### src/rtl/memgame_pkg.sv
// Shared definitions for the memory-game sequence player and the player-input checker:
// FSM state encoding, LFSR seed default and taps, and symbol decode helpers.
package memgame_pkg;

    typedef enum logic [2:0] {
        ST_IDLE = 3'd0,
        ST_LOAD = 3'd1,
        ST_ON   = 3'd2,
        ST_GAP  = 3'd3,
        ST_DONE = 3'd4
    } state_t;

    localparam logic [15:0] LFSR_DEFAULT = 16'hACE1;

    // Fibonacci feedback taps, shifted into bit 0
    localparam int TAP_A = 15;
    localparam int TAP_B = 13;
    localparam int TAP_C = 12;
    localparam int TAP_D = 10;

    function automatic logic [15:0] lfsr_next(input logic [15:0] q);
        return {q[14:0], q[TAP_A] ^ q[TAP_B] ^ q[TAP_C] ^ q[TAP_D]};
    endfunction

    // An all-zero state would lock the LFSR, so zero selects the default seed
    function automatic logic [15:0] seed_fix(input logic [15:0] seed);
        return (seed == 16'h0000) ? LFSR_DEFAULT : seed;
    endfunction

    function automatic logic [1:0] lfsr_sym(input logic [15:0] q);
        return q[1:0];
    endfunction

    function automatic logic [3:0] sym2onehot(input logic [1:0] sym);
        return 4'b0001 << sym;
    endfunction

endpackage

### src/rtl/sequence_player_lfsr16.sv
// 16-bit Fibonacci LFSR with synchronous load; shared by the player and the input checker
// so that both regenerate the identical symbol sequence from one seed.
module lfsr16
    import memgame_pkg::*;
(
    input  logic        Clk,
    input  logic        Rst,
    input  logic        load,
    input  logic        step,
    input  logic [15:0] din,
    output logic [15:0] q
);

    // NOTE: sequential state uses non-blocking assignments so every register samples pre-edge values.
    always_ff @(posedge Clk or negedge Rst) begin
        if (!Rst) begin
            q <= LFSR_DEFAULT;
        end else if (load) begin
            q <= din;
        end else if (step) begin
            q <= lfsr_next(q);
        end
    end

endmodule

### src/rtl/sequence_player.sv
// Plays a seeded pseudo-random symbol sequence on four one-hot LEDs, paced by the game tick.
// Build option: define SEQ_PLAYER_GAP_EN for tick-timed blanks, otherwise blanks last one clock.
module sequence_player
    import memgame_pkg::*;
#(
    parameter int MAX_LEN   = 16,
    parameter int LEN_W     = 5,
    parameter int ON_TICKS  = 5,
    parameter int GAP_TICKS = 2
) (
    input  logic             Clk,
    input  logic             Rst,
    input  logic             tick,
    input  logic             start,
    input  logic             abort,
    input  logic [LEN_W-1:0] level,
    input  logic [15:0]      seed,
    output logic [3:0]       led,
    output logic             busy,
    output logic             done
);

    localparam int TICK_W = $clog2(ON_TICKS + GAP_TICKS + 1);
    localparam logic [TICK_W-1:0] ON_LAST = TICK_W'(ON_TICKS - 1);
`ifdef SEQ_PLAYER_GAP_EN
    localparam logic [TICK_W-1:0] GAP_LAST = TICK_W'(GAP_TICKS - 1);
`endif

    state_t            state;
    logic [LEN_W-1:0]  len;
    logic [LEN_W-1:0]  len_eff;
    logic [LEN_W-1:0]  sym_cnt;
    logic [TICK_W-1:0] tick_cnt;
    logic [15:0]       seed_eff;
    logic [15:0]       lfsr_q;
    logic              lfsr_load;
    logic              lfsr_step;
    logic              on_end;

    assign seed_eff  = seed_fix(seed);
    assign on_end    = (state == ST_ON) && tick && (tick_cnt == ON_LAST);
    assign lfsr_load = (state == ST_LOAD) && !abort;
    assign lfsr_step = on_end && !abort;

    // NOTE: default assignment first keeps this combinational block free of inferred latches.
    always_comb begin
        len_eff = level;
        if (level == '0) begin
            len_eff = LEN_W'(1);
        end else if (level > LEN_W'(MAX_LEN)) begin
            len_eff = LEN_W'(MAX_LEN);
        end
    end

    lfsr16 u_lfsr (
        .Clk  (Clk),
        .Rst  (Rst),
        .load (lfsr_load),
        .step (lfsr_step),
        .din  (seed_eff),
        .q    (lfsr_q)
    );

    always_ff @(posedge Clk or negedge Rst) begin
        if (!Rst) begin
            state    <= ST_IDLE;
            led      <= '0;
            busy     <= 1'b0;
            done     <= 1'b0;
            len      <= '0;
            sym_cnt  <= '0;
            tick_cnt <= '0;
        end else if (abort) begin
            state    <= ST_IDLE;
            led      <= '0;
            busy     <= 1'b0;
            done     <= 1'b0;
            sym_cnt  <= '0;
            tick_cnt <= '0;
        end else begin
            done <= 1'b0;
            case (state)
                ST_IDLE: begin
                    led <= '0;
                    if (start) begin
                        state <= ST_LOAD;
                        busy  <= 1'b1;
                    end
                end

                ST_LOAD: begin
                    len      <= len_eff;
                    sym_cnt  <= '0;
                    tick_cnt <= '0;
                    // LFSR loads on this same edge, so decode the first symbol from the seed itself
                    led      <= sym2onehot(lfsr_sym(seed_eff));
                    state    <= ST_ON;
                end

                ST_ON: begin
                    if (tick) begin
                        if (tick_cnt == ON_LAST) begin
                            tick_cnt <= '0;
                            sym_cnt  <= sym_cnt + LEN_W'(1);
                            led      <= '0;
                            if (sym_cnt == len - LEN_W'(1)) begin
                                state <= ST_DONE;
                                done  <= 1'b1;
                            end else begin
                                state <= ST_GAP;
                            end
                        end else begin
                            tick_cnt <= tick_cnt + TICK_W'(1);
                        end
                    end
                end

                ST_GAP: begin
`ifdef SEQ_PLAYER_GAP_EN
                    if (tick) begin
                        if (tick_cnt == GAP_LAST) begin
                            tick_cnt <= '0;
                            led      <= sym2onehot(lfsr_sym(lfsr_q));
                            state    <= ST_ON;
                        end else begin
                            tick_cnt <= tick_cnt + TICK_W'(1);
                        end
                    end
`else
                    led   <= sym2onehot(lfsr_sym(lfsr_q));
                    state <= ST_ON;
`endif
                end

                ST_DONE: begin
                    led   <= '0;
                    busy  <= 1'b0;
                    state <= ST_IDLE;
                end

                default: begin
                    led   <= '0;
                    busy  <= 1'b0;
                    state <= ST_IDLE;
                end
            endcase
        end
    end

endmodule

### config.mk
export PLATFORM = sky130hd
export DESIGN_NAME = sequence_player
export DESIGN_NICKNAME = d
export VERILOG_FILES = /design/src/rtl/memgame_pkg.sv /design/src/rtl/sequence_player_lfsr16.sv /design/src/rtl/sequence_player.sv
export SDC_FILE = /design/constraint.sdc
export NUM_CORES = 1
export LEC_CHECK = 0
export CAP_MARGIN = 10
export CORE_MARGIN = 1.5
export CORE_UTILIZATION = 51
export CTS_CLUSTER_DIAMETER = 100
export DETAILED_ROUTE_END_ITERATION = 12
export GPL_TIMING_DRIVEN = 0
export PLACE_DENSITY = 0.76
export SLEW_MARGIN = 20
export SYNTH_ARGS = -nofsm -noshare
export SYNTH_HDL_FRONTEND = slang
export SYNTH_SLANG_ARGS = --single-unit
### constraint.sdc
create_clock -name Clk -period 2.2 [get_ports Clk]
set_input_delay 0.33 -clock Clk [delete_from_list [all_inputs] [get_ports Clk]]
set_output_delay 0.33 -clock Clk [all_outputs]
set_load 0.1 [all_outputs]
Word-level counts from Yosys, hierarchy flattened
Index checks and enable logic that the tools add are counted.
{"block": "totals", "mem_count": 0, "mem_bits_rw": 0, "wordCells": 76, "romBits": 0, "out_inout_bits": 6, "latch_bits": 0, "reg_bits": 38, "in_bits": 26}
{"block": "op_classes", "shifts": 2, "n_mux": 31, "reduce_logical": 18, "div": 0, "n_mul": 0, "order_cmp": 1, "n_bitwise": 4, "eq_ne": 9, "n_addsub": 3}
{"operator": "$mux 16", "count": 3}
{"operator": "$mux 5", "count": 5}
{"operator": "$mux 3", "count": 8}
{"operator": "$logic_not 16->1", "count": 1}
{"operator": "$mux 4", "count": 3}
{"operator": "$pmux 4 s3", "count": 1}
{"operator": "$pmux 5 s2", "count": 1}
{"operator": "$pmux 3 s3", "count": 1}
{"operator": "$reduce_and 2->1", "count": 4}
{"operator": "$shl 1x2->4 const A", "count": 2}
{"operator": "$mux 1", "count": 7}
{"operator": "$eq 3x2->1 const B", "count": 2}
{"operator": "$ne 3x3->1 const B", "count": 2}
{"operator": "$pmux 3 s2", "count": 1}
{"operator": "$reduce_and 3->1", "count": 2}
{"operator": "$add 5x1->5 const B", "count": 1}
{"operator": "$eq 5x5->1", "count": 1}
{"operator": "$gt 5x5->1 const B", "count": 1}
{"operator": "$logic_not 5->1", "count": 1}
{"operator": "$sub 5x1->5 const B", "count": 1}
{"operator": "$logic_and 1x1->1", "count": 4}
{"operator": "$add 3x1->3 const B", "count": 1}
{"operator": "$eq 3x1->1 const B", "count": 1}
{"operator": "$eq 3x3->1 const B", "count": 1}
{"operator": "other kinds (11)", "count": 13}

Logic depth before layout (Yosys ltp)
{"block": "depth", "ltp_word": 7, "depth_mapped": 7, "depth_no_buf": 6}

By module
From an unflattened synthesis, not the netlist that was laid out.
{"block": "unflattened", "cells_unflattened": 219, "area_unflattened_um2": 2194.6}
{"module": "sequence_player", "area_each_um2": 1393.8, "instances": 1, "seq_area_each_um2": 550.5, "cells_each": 146}
{"module": "lfsr16", "area_each_um2": 800.8, "instances": 1, "seq_area_each_um2": 410.4, "cells_each": 73}

Worst setup path after synthesis
No wires, ideal clock.
{"block": "synth_timing", "kind": "register -> register", "start": "register tick_cnt[0]", "end": "register sym_cnt[4]", "slack_ps": 556, "arrival_time_ps": 1567, "synth_period_minus_slack_ps": 1644, "t_required_ps": 2123, "path_buffers": 0, "setup_ps": 77, "path_stages_with_launch": 7, "cell_sequence": "dfrtp_1 inv_1 ha_1 and3_1 a211oi_2 or4_1 a21oi_1"}
{"block": "synth_between", "elab_chain_len": 3}
{"item": "start: declaration", "line_no": "sequence_player.sv:33", "text": "logic [TICK_W-1:0] tick_cnt;"}
{"item": "start signal: assignment", "line_no": "sequence_player.sv:113", "text": "tick_cnt <= tick_cnt + TICK_W'(1);"}
{"item": "$eq 3x3->1", "line_no": "sequence_player.sv:102", "text": "if (tick_cnt == ON_LAST) begin"}
{"item": "$ne 3x2->1 (no source line)"}
{"item": "$reduce_and 3->1 (no source line)"}
{"item": "end signal: assignment", "line_no": "sequence_player.sv:104", "text": "sym_cnt <= sym_cnt + LEN_W'(1);"}
{"item": "end: declaration", "line_no": "sequence_player.sv:32", "text": "logic [LEN_W-1:0] sym_cnt;"}
No other way between the ends.
A chain may end at the register's enable or synchronous reset.

Worst setup path in the final report
{"block": "layout_timing", "start": "register busy", "end": "output busy"}
{"item": "start: declaration", "line_no": "sequence_player.sv:19", "text": "output logic busy,"}
{"item": "start signal: assignment", "line_no": "sequence_player.sv:68", "text": "busy <= 1'b0;"}
{"item": "start signal: assignment", "line_no": "sequence_player.sv:76", "text": "busy <= 1'b0;"}
{"item": "start signal: assignment", "line_no": "sequence_player.sv:87", "text": "busy <= 1'b1;"}
No word-level cell between the ends.

==> summary.txt <==
Outcome
  • Status: finished, final reports clean

Critical path
  • Top cell family by delay on the critical path: buffers and inverters
  • Setup CP Type: reg -> out
  • CP max-delay cell: clkdlybuf4s50_1
  • Critical path depth in cells: 1
  • CP cell instances: clkdlybuf4s50_1
  • Max FO, Critical Path: 2
  • R2R setup slack: 290 ps
  • R2R Path Start: state[2]$_DFFE_PN0P_
  • Worst Path Buf+Inv: 1
  • R2R depth: 6
  • Worst Path Arrival: 1790 ps
  • Setup crit end kind: primary output
  • CP Launch Type: flip-flop
  • Crit path to: busy
  • Worst path max stage delay: 1130 ps
  • Worst EP required: 1870 ps
  • R2R Path End: u_lfsr.q[2]$_DFFE_PN0P_
  • Crit path from: busy$_DFFE_PN0P_

Detailed routing
  • Final ANT Viol Nets: 0
  • WL final: 4.50 mm
  • Drt wl/cell: 15.0 um
  • DRC violations left: 0
  • DR vias/cell: 5.71
  • DRT Pass-1 Iters: 5
  • DR iter-0 viols: 72
  • DR vias: 1718

Floorplanning
  • CORE AREA: 3970 um^2
  • I/O Pins: 32
  • Starting Density: 53.0%
  • Row Count: 23
  • Vert. Die Dim: 67.3 um
  • Die area: 4520 um^2
  • Die Width: 67.3 um

CTS
  • H-tree levels: 2
  • Post-CTS setup buffer count: 0
  • CTS tree: yes
  • CTS Buf Count: 5
  • Post-cts repair resize count: 0
  • Clock-pin slew on the worst setup and hold paths: 70 ps
  • Clock Latency Late Sink: 300 ps
  • Bufs on Longest Clock Path: 2
  • Hold buffer count at CTS: 1
  • Root Driver: clkbuf_8
  • # clock sinks: 38

Pwr
  • Internal: 1.34 mW
  • Sequential fraction of design power: 49.4%
  • Leakage: 1.07 nW
  • Sw frac: 30.8%
  • Tot Pwr: 1.94 mW
  • Gate power share: 26.7%
  • Clk pwr share: 23.9%
  • Peak supply drop: 600 uV
  • P per Cell Area: 753 nW/um^2
  • Switching Power: 0.599 mW

Final layout
  • Fraction of layout cells with a size suffix above 1: 15.5%
  • Commonest non-fill, non-tap cell in the layout: nand2_1
  • Commonest cells after routing, fill and taps aside: 31 x nand2_1, 30 x dfrtp_1, 30 x clkdlybuf4s50_1, 15 x o21ai_1
  • Ant. Diodes: 0
  • Design Area, Final: 2580 um^2
  • Fin nets: 281
  • Layout area overhead: 22.5%

Placed design
  • Worst slack at placement: -22.4 ps
  • Placed cell areas: 2490 um^2
  • Gp weighted congestion: 0.849
  • Port bufs: 31
  • DP HPWL: 3.35 mm

Timing
  • Slew margin rel.: 35.6%
  • Crit share post-route: 96.3%
  • RSZ-0062 raised after global routing: false
  • Endpoints failing hold: 0
  • Crit path time final: 2120 ps
  • Actual slew at the worst max-slew pin: 963 ps
  • Hold_ws: 428 ps
  • Clock Skew: 6.77 ps
  • Final TNS setup: 0 ps
  • FMAX: 472 MHz
  • Final WS setup: 81.8 ps
  • Endpoints failing setup: 0
  • Final Max Slew Viols: 0

GRT
  • Grt ovf: 0
  • Pin count of the biggest net entering global routing: 29
  • Vias in the first global route: 1687
  • Gr usage total: 22.7%
  • Initial antenna violation count: 0
  • First-pass GRT wire length: 7.50 mm

Run
  • Max-cap violations: 0

Logic synthesis
  • Syn Std Cell Area: 2110 um^2
  • Syn Inst Count: 211
  • Yosys warnings: 0
  • Post-synth EDFFs: 0
  • Async SR Flop Fraction: 100%
  • Mapped Nets: 241
  • Post-synth cell types: 50
  • Mean Syn Cell Area: 9.98 um^2
  • Synth Flop Type: dfrtp_1
  • Synthesis-stage register bit count: 38
  • Register area share after synthesis: 45.6%

Min path
  • Hold crit path type: in -> async
[cell usage after synthesis (3+ instances only)]
library cell | instances | area, um^2
a32o_1 | 3 | 30.0
nor4_2 | 4 | 50.1
nor2b_1 | 3 | 18.8
nand3b_1 | 3 | 22.5
nand2_1 | 31 | 116
nor2_1 | 8 | 30.0
a21oi_1 | 11 | 55.1
buf_2 | 8 | 40.0
o21ai_0 | 4 | 20.0
nand3_1 | 4 | 20.0
dfrtp_1 | 30 | 751
xor2_1 | 3 | 26.3
a221oi_1 | 4 | 35.0
o21ai_1 | 15 | 75.1
xnor2_1 | 6 | 52.6
mux2i_1 | 4 | 40.0
o22ai_1 | 6 | 37.5
inv_1 | 11 | 41.3
nor3_1 | 5 | 25.0
dfstp_2 | 8 | 210
ha_1 | 4 | 50.1
[worst min path at each step]
stage | slack (ps) | cells past startpoint | to | from
6_report | 430 | 2 | tick_cnt[2]$_DFFE_PN0P_ | Rst
5_1_grt | 470 | 2 | tick_cnt[2]$_DFFE_PN0P_ | Rst
4_1_cts | 440 | 2 | tick_cnt[2]$_DFFE_PN0P_ | Rst
3_5_place_dp | 220 | 1 | tick_cnt[2]$_DFFE_PN0P_ | Rst
3_3_place_gp | 460 | 2 | u_lfsr.q[7]$_DFFE_PN1P_ | u_lfsr.q[7]$_DFFE_PN1P_
2_1_floorplan | 30 | 0 | busy$_DFFE_PN0P_ | Rst
[kinds of logic after synthesis]
kind of cell | Yosys count | synth area share, %
simple gates | 77 | 21.7
compound gates | 58 | 19.1
flops | 38 | 45.6
buf+inv | 20 | 4.40
mux | 4 | 1.90
xor+xnor | 10 | 4.81
fa+ha+maj | 4 | 2.38
[power by group through the flow]
stage	sequential, mW	clock, mW	combinational [mW]
6_report	0.959	0.463	0.519
5_1_grt	0.977	0.495	0.583
4_1_cts	0.959	0.474	0.524
3_5_place_dp	0.969	0	0.523
3_3_place_gp	0.965	0	0.505
2_1_floorplan	0.969	0	0.361
[layer usage]
layer	wire (um)	global-route usage [%]
met1	2060	28.4
met2	2200	37.5
met3	164	4.17
met4	78	11.5
met5	0	0
[layout make-up]
type	instances	area [um^2]
Fill cell	346	1390
Clock buffer	7	76.3
Buffer	9	51.3
Timing Repair Buffer	33	335
Sequential cell	38	961
Multi-Input combinational cell	153	1050
Inverter	11	41.3
Tap cell	50	62.6
[flip-flops by register name, summed over array words and instances (netlist names)]
register / count
len: 5
led: 4
done: 1
state: 3
busy: 1
tick_cnt: 3
sym_cnt: 5
u_lfsr.q: 16
[per-stage QoR]
| stage | std cells | utilization (%) |
|---|---|---|
| finish | 301 | 65.0 |
| global route | 301 | 65.0 |
| CTS | 301 | 65.0 |
| detailed placement | 293 | 62.8 |
| global placement | 292 | 62.4 |
| floorplan | 211 | - |
(Power assumes the default switching activity.)
